$ cat src/rtl/apb_node_tmo.sv
// Registered APB 1:N node with address decode,
// decode-error response and per-access watchdog.
module apb_node_tmo #(
  parameter int NB_MASTER      = 8,
  parameter int APB_DATA_WIDTH = 32,
  parameter int APB_ADDR_WIDTH = 32,
  parameter int TIMEOUT_CYCLES = 256
) (
  input  logic                                clk_i,
  input  logic                                rst_ni,
  input  logic                                psel_i,
  input  logic                                penable_i,
  input  logic                                pwrite_i,
  input  logic [APB_ADDR_WIDTH-1:0]           paddr_i,
  input  logic [APB_DATA_WIDTH-1:0]           pwdata_i,
  output logic [APB_DATA_WIDTH-1:0]           prdata_o,
  output logic                                pready_o,
  output logic                                pslverr_o,
  output logic [NB_MASTER-1:0]                psel_o,
  output logic [NB_MASTER-1:0]                penable_o,
  output logic [NB_MASTER-1:0]                pwrite_o,
  output logic [NB_MASTER*APB_ADDR_WIDTH-1:0] paddr_o,
  output logic [NB_MASTER*APB_DATA_WIDTH-1:0] pwdata_o,
  input  logic [NB_MASTER*APB_DATA_WIDTH-1:0] prdata_i,
  input  logic [NB_MASTER-1:0]                pready_i,
  input  logic [NB_MASTER-1:0]                pslverr_i,
  input  logic [NB_MASTER*APB_ADDR_WIDTH-1:0] start_addr_i,
  input  logic [NB_MASTER*APB_ADDR_WIDTH-1:0] end_addr_i,
  output logic                                decerr_o,
  output logic                                timeout_o
);

  localparam int AW    = APB_ADDR_WIDTH;
  localparam int DW    = APB_DATA_WIDTH;
  localparam int IW    = (NB_MASTER > 1) ? $clog2(NB_MASTER) : 1;
  localparam int TW    = (TIMEOUT_CYCLES > 0) ?
                         $clog2(TIMEOUT_CYCLES + 1) : 1;
  localparam int TLAST = (TIMEOUT_CYCLES > 0) ?
                         TIMEOUT_CYCLES - 1 : 0;

  typedef enum logic [1:0] {
    IDLE,
    SETUP,
    ACCESS,
    RESP
  } state_e;

  state_e          state_q;
  logic [AW-1:0]   addr_q;
  logic [DW-1:0]   wdata_q;
  logic            write_q;
  logic [IW-1:0]   idx_q;
  logic            hit_q;
  logic [DW-1:0]   rdata_q;
  logic            err_q;
  logic [TW-1:0]   timer_q;
  logic            decerr_q;
  logic            timeout_q;

  logic            dec_hit;
  logic [IW-1:0]   dec_idx;
  logic [NB_MASTER-1:0] onehot;
  logic [DW-1:0]   sel_rdata;
  logic            sel_ready;
  logic            sel_err;

  // Address decode: lowest-numbered matching range wins.
  always_comb begin
    dec_hit = 1'b0;
    dec_idx = '0;
    for (int i = NB_MASTER - 1; i >= 0; i--) begin
      if (paddr_i >= start_addr_i[i*AW +: AW] &&
          paddr_i <= end_addr_i[i*AW +: AW]) begin
        dec_hit = 1'b1;
        dec_idx = IW'(i);
      end
    end
  end

  assign onehot    = NB_MASTER'(1) << idx_q;
  assign sel_rdata = prdata_i[idx_q*DW +: DW];
  assign sel_ready = pready_i[idx_q];
  assign sel_err   = pslverr_i[idx_q];

  // Transfer FSM with latched request, response and watchdog.
  always_ff @(posedge clk_i or negedge rst_ni) begin
    if (!rst_ni) begin
      state_q   <= IDLE;
      addr_q    <= '0;
      wdata_q   <= '0;
      write_q   <= 1'b0;
      idx_q     <= '0;
      hit_q     <= 1'b0;
      rdata_q   <= '0;
      err_q     <= 1'b0;
      timer_q   <= '0;
      decerr_q  <= 1'b0;
      timeout_q <= 1'b0;
    end else begin
      decerr_q  <= 1'b0;
      timeout_q <= 1'b0;
      unique case (state_q)
        IDLE: begin
          if (psel_i && !penable_i) begin
            addr_q  <= paddr_i;
            wdata_q <= pwdata_i;
            write_q <= pwrite_i;
            idx_q   <= dec_idx;
            hit_q   <= dec_hit;
            state_q <= SETUP;
          end
        end
        SETUP: begin
          if (hit_q) begin
            timer_q <= '0;
            state_q <= ACCESS;
          end else begin
            rdata_q  <= '0;
            err_q    <= 1'b1;
            decerr_q <= 1'b1;
            state_q  <= RESP;
          end
        end
        ACCESS: begin
          if (sel_ready) begin
            rdata_q <= sel_rdata;
            err_q   <= sel_err;
            state_q <= RESP;
          end else if (TIMEOUT_CYCLES != 0 &&
                       timer_q == TW'(TLAST)) begin
            rdata_q   <= '0;
            err_q     <= 1'b1;
            timeout_q <= 1'b1;
            state_q   <= RESP;
          end else if (TIMEOUT_CYCLES != 0) begin
            timer_q <= timer_q + 1'b1;
          end
        end
        RESP: begin
          if (!psel_i || penable_i) begin
            state_q <= IDLE;
          end
        end
        default: state_q <= IDLE;
      endcase
    end
  end

  assign psel_o    = ((state_q == SETUP && hit_q) ||
                      state_q == ACCESS) ? onehot : '0;
  assign penable_o = (state_q == ACCESS) ? onehot : '0;
  assign pwrite_o  = {NB_MASTER{write_q}};
  assign paddr_o   = {NB_MASTER{addr_q}};
  assign pwdata_o  = {NB_MASTER{wdata_q}};

  assign pready_o  = (state_q == RESP) && psel_i && penable_i;
  assign prdata_o  = pready_o ? rdata_q : '0;
  assign pslverr_o = pready_o & err_q;
  assign decerr_o  = decerr_q;
  assign timeout_o = timeout_q;

endmodule

$ cat config.mk
export PLATFORM = sky130hd
export DESIGN_NAME = apb_node_tmo
export DESIGN_NICKNAME = d
export VERILOG_FILES = /design/src/rtl/apb_node_tmo.sv
export SDC_FILE = /design/constraint.sdc
export NUM_CORES = 1
export LEC_CHECK = 0
export ABC_AREA = 1
export ABC_CLOCK_PERIOD_IN_PS = 2700
export BUFFER_PORTS_ARGS = -buffer_cell sky130_fd_sc_hd__buf_2
export CORE_AREA = 2 2 560 562
export DETAILED_ROUTE_END_ITERATION = 10
export DIE_AREA = 0 0 562 564
export HOLD_SLACK_MARGIN = 0.1
export SYNTH_ARGS = -nofsm -noshare
export SYNTH_HDL_FRONTEND = slang
export SYNTH_SLANG_ARGS = --single-unit
$ cat constraint.sdc
create_clock -name clk_i -period 2.7 [get_ports clk_i]
set_input_delay 0.135 -clock clk_i [delete_from_list [all_inputs] [get_ports clk_i]]
set_output_delay 0.135 -clock clk_i [all_outputs]
set_load 0.01 [all_outputs]
# Word level (Yosys, flattened, before mapping)
# Index checks and enable logic that the tools add are counted.
# totals
regBits	115
inputBits	853
out_inout_bits	572
word_cells	111
# classes
addsub	1
magnitude_cmp	17
n_eq_ne	11
n_shift	2
mux	46
n_bitwise	1
reduce_logical	22
# op_table
cell	count
$ge A32 B32 Y1	8
$le A32 B32 Y1	8
$shiftx A256 B9 Y32	1
$mux W32	4
$pmux W32 S2	1
$mux W9	3
$mux W3	8
$mux W1	19
$pmux W9 S2	1
$mux W8	2
$logic_and A1 B1 Y1	12
$ne A2 B2 Y1 const B	6
$add A9 B1 Y9 const B	1
$eq A9 B8 Y1 const B	1
$mux W2	4
$pmux W2 S4	1
$shl A1 B3 Y8 const A	1
$bmux W1 S3	2
$reduce_and A3 Y1	2
$eq A2 B2 Y1 const B	2
$lt A3 B4 Y1 const B	1
$reduce_and A4 Y1	1
$ne A3 B3 Y1 const B	1
$eq A2 B1 Y1 const B	1
7 further kinds	9

# Logic depth before layout (Yosys ltp)
# depth
ltp_word	10
depth_mapped	24

# Worst setup path before layout
# OpenSTA, ideal clock, no wires.
# synth_timing
path_kind	register -> register
startpoint	register state_q[0]
endpoint	register timer_q[4]
setup_time_ns	0.130
t_arrival_ns	1.737
slack_ns	0.832
path_stages_with_launch	12
period_less_slack_ns	1.868
path_cell_list	dfrtp_1 > inv_1 > ha_1 > clkbuf_1 > o21ai_0 > a21oi_1 > nand2_4 > inv_2 > nand3_2 > nor2_2 > xnor2_1 > nor2_1
# synth_via
elab_chain_len	3
elab_cells_between_ends	8
# synth_rtl
item	line	source
start: declaration	48	state_e state_q;
start signal: assignment	88	state_q <= IDLE;
start signal: assignment	110	state_q <= SETUP;
start signal: assignment	116	state_q <= ACCESS;
$eq A2 B2 Y1 or $eq A2 B1 Y1 (tied branches)	102	unique case (state_q)
$ne A2 B2 Y1 (no line) or $reduce_bool A2 Y1 (tied branches)	--	
$reduce_and A4 Y1 (no line)	--	
end signal: assignment	136	timer_q <= timer_q + 1'b1;
end: declaration	56	logic [TW-1:0] timer_q;
# Several ways; a longest one is shown, not always the timed one.
# A chain may end at the register's enable or synchronous reset.

# Final worst setup path
# layout_timing
startpoint	input port paddr_i[24]
endpoint	register idx_q[2]
# layout_via
elab_chain_len	10
elab_cells_between_ends	32
# layout_rtl
item	line	source
start: declaration	14	input logic [APB_ADDR_WIDTH-1:0] paddr_i,
$ge A32 B32 Y1 or $le A32 B32 Y1 (tied branches)	72, 73	
$logic_and A1 B1 Y1	72	if (paddr_i >= start_addr_i[i*AW +: AW] &&
$mux W3 (7 in a row)	72	
$mux W3 *	72	
end signal: assignment	108	idx_q <= dec_idx;
end: declaration	52	logic [IW-1:0] idx_q;
# Every way passes the cells marked *; elsewhere a longest branch is shown, timed or not.

==> flow_summary.yaml <==
run_status:
  status: "finished clean"
routing:
  routedWlPerCell_um: 21.20
  drt-vias-per-instance: 3.147
  drc: 0
  drt_iter0_drc: 1967
  first_pass_iters: 5
  drtAntennaViolNets: 0
  wirelength_mm: 185.5
  via_count: 27530
setup_path:
  worst_ep_arrival_time_ns: 2.95
  cp-end-kind: "flop"
  path_common_cell: "nand2_1"
  path_cells: "buf_2 -> ha_1 -> nand2_1 -> nor2_1 -> buf_4 -> nand2_1 -> nor4b_2 -> buf_4 -> nand4_1 -> nand3_1 -> nand2_1 -> nand3_1 -> nor2_1 -> o21ai_0 -> nand2_1"
  cp.required_ns: 3.13
  worst_setup_path_start_kind: "input port"
  path_class: "input port to flop"
  crit_family: "simple AND/OR/NAND/NOR gates"
  slowest_delay_ns: 0.55
  crit_buf_inv: 3
  crit_slowest_cell: "buf_2"
  reg2regPathDepth: 13
  path_depth: 15
  worstPathMaxFanout: 15
floorplan:
  core_um2: 310900
  die_w_um: 562
  floorplan.rows: 205
  start_util: 0.07487
  die_area_um2: 317000
  io_pins: 1425
  fp.dieH_um: 564
clocking:
  cts.sinks: 115
  htree_levels: 4
  cts_tree: "yes"
  root_buffer: "clkbuf_16"
  clk_latency_ns: 0.54
  postCtsSetupBuffers: 0
  numCtsBuffers: 25
  clkTransAtPathRegs_ns: 0.07
  clock_tree.buffer_depth: 3
run:
  drv_cap: 0
power:
  power_switching_uw: 13260
  p_seq_frac: 0.239
  power-per-cell-area_nw_per_um2: 663.1
  leakage_uw: 0.01922
  p_comb_frac: 0.633
  p_int_uw: 9674
  vdd_drop_max_mv: 0.6095
  clkPwrFrac: 0.128
  switching_share: 0.5782
synthesis:
  synth_fp_nets: 4814
  ys_warn_count: 0
  ys_async_sr_fraction: 1.000
  synth_edf_count: 0
  seq_area_frac_synth: 0.1236
  synthSimpleGateAreaFrac: 0.1807
  ys_types: 40
  synth_mux_area_frac: 0
  synth_top_family_by_area: "adder cells"
  synthFlopType: "dfrtp_1"
  synthCells: 3442
  synth-compound-area-share: 0.1504
  synth-seq-cells: 115
  synth_xor_area_frac: 0.0007526
  netlist_area_um2: 23270
  synth_area_per_cell_um2: 6.762
  synthAdderAreaFrac: 0.2790
global_routing:
  grt_pass1_vias: 25490
  gr-total-overflow: 0
  grt_max_degree: 75
  antenna_found_initial: 141
  grt_pass1_wl_mm: 233.3
  grt_usage: 0.1111
layout:
  final_layout_size_suffix_gt1_frac: 0.3557
  fillers: 36460
  fin_nets: 5930
  syn_to_final_growth_pct: 48.61
  final_cell_count_no_fill: 8748
place:
  placedCellCount: 8622
  place.gp.congestion: 0.9619
  numPortBuffers: 1424
  dp_hpwl_mm: 164.8
timing:
  post-route-period-util: 0.9353
  tightest_slew_ns: 1.008
  slew_headroom: 0.3282
  hold_violations: 0
  hold_slack_ns: 0.1336
  slew_violations: 0
  fmax_ghz: 0.3960
  setup_violations: 0
  fin_crit_ns: 2.525
  skew_ns: 0.02801
  grt_setup_unrepaired: "true"
  tns_ns: 0
hold_path:
  hp-class: "input port to asynchronous set/reset pin"
==> sequential cells by signal, summed over array words and instances (netlist names), 2 cells and up <==
name,flops
idx_q,3
wdata_q,32
addr_q,32
timer_q,9
state_q,2
rdata_q,32
==> power by group through the flow <==
stage / registers (uW) / logic, uW / clock network (uW)
after floorplan: 3620 / 10600 / 0
after global placement: 5570 / 14500 / 0
after detailed placement: 5620 / 14500 / 0
after CTS: 5580 / 14700 / 3170
after global routing: 5680 / 15800 / 3180
final: 5480 / 14500 / 2930
==> cell families after synthesis <==
group / Yosys count
buffers and inverters: 1182
AND/OR/NAND/NOR: 1022
AO/OA/AOI/OAI: 602
adder cells (fa/ha/maj): 519
flip-flops: 115
XOR/XNOR: 2
==> worst paths after layout <==
check / from / end / slack [ns]
worst max-delay path: paddr_i[24] / idx_q[2]$_DFFE_PN0P_ / 0.17
worst min-delay path: rst_ni / wdata_q[30]$_DFFE_PN0P_ / 0.13
worst max register to register: idx_q[1]$_DFFE_PN0P_ / rdata_q[26]$_DFFE_PN0P_ / 0.26
worst min register to register: addr_q[31]$_DFFE_PN0P_ / addr_q[31]$_DFFE_PN0P_ / 0.47
max in group asynchronous: rst_ni / addr_q[22]$_DFFE_PN0P_ / 1.83
min in group clk_i: paddr_i[13] / addr_q[13]$_DFFE_PN0P_ / 0.16
==> through the flow <==
| stage | cell area, um2 | power [uW] | utilization | worst slack (ns) |
|---|---|---|---|---|
| finish | 34590 | 22930 | 0.1113 | 0.1748 |
| floorplan | 23270 | 14190 | - | 0.8324 |
| global placement | 33260 | 20060 | 0.1070 | -1.082 |
| detailed placement | 33260 | 20150 | 0.1070 | -1.055 |
| global route | 34530 | 24660 | 0.1111 | -0.02023 |
| CTS | 34450 | 23440 | 0.1108 | 0.02114 |
==> routing by layer <==
metal | track usage | part of all wire
met3 | 0.02736 | 0.075
met5 | 0 | 0.0010
met1 | 0.1235 | 0.38
met4 | 0.05364 | 0.054
met2 | 0.1969 | 0.49
==> cell usage in the layout, fill, tap and decap left out, drive strengths merged <==
master,count
o21a,19
nand4,44
nor4b,3
a31oi,1
ha,519
dlygate4sd3,49
clkinv,5
o211ai,13
a21o,8
nand2,688
inv,658
or2,1
and3,3
o31ai,35
o31a,1
xnor2,2
a21boi,2
a22oi,100
nor2,137
diode,45
nor3,51
a211oi,6
nor3b,3
o21ai,91
nand3,77
nor4,15
dfrtp,115
a21oi,319
o21bai,2
o221ai,5
clkinvlp,1
buf,1560
clkbuf,30
==> cell usage after synthesis, drive strengths merged (3+ instances only) <==
cell type / n / share of area
inv: 659 / 0.11
o221ai: 5 / 0.0019
a21oi: 319 / 0.069
nor3b: 3 / 0.00097
clkbuf: 40 / 0.0065
a21o: 8 / 0.0026
buf: 481 / 0.15
a22oi: 100 / 0.032
a211oi: 6 / 0.0019
nand4: 44 / 0.012
nand2: 688 / 0.11
dfrtp: 115 / 0.12
nor2: 137 / 0.022
o211ai: 13 / 0.0042
and3: 3 / 0.00081
o31ai: 35 / 0.011
ha: 519 / 0.28
o21ai: 91 / 0.020
nor4: 15 / 0.0040
nor4b: 3 / 0.0011
nand3: 77 / 0.017
o21a: 19 / 0.0061
nor3: 51 / 0.011
==> cell type report <==
type,instances,area (um2),share of cell area
Multi-Input combinational cell,2145,14310,0.4138
Timing Repair Buffer,1610,8925,0.2580
Tap cell,4140,5180,0.1498
Sequential cell,115,2884,0.08339
Inverter,661,2484,0.07181
Clock buffer,29,670.6,0.01939
Antenna cell,45,112.6,0.003256
Clock inverter,3,17.52,0.0005065
==> what timing repair did <==
item                                    CTS  global route
gates resized for setup                   5             5
hold buffers                             49             0
hold endpoints to repair                159             0
endpoints found under the setup margin    5            39
Note: power is estimated with default switching activity, not from simulation.
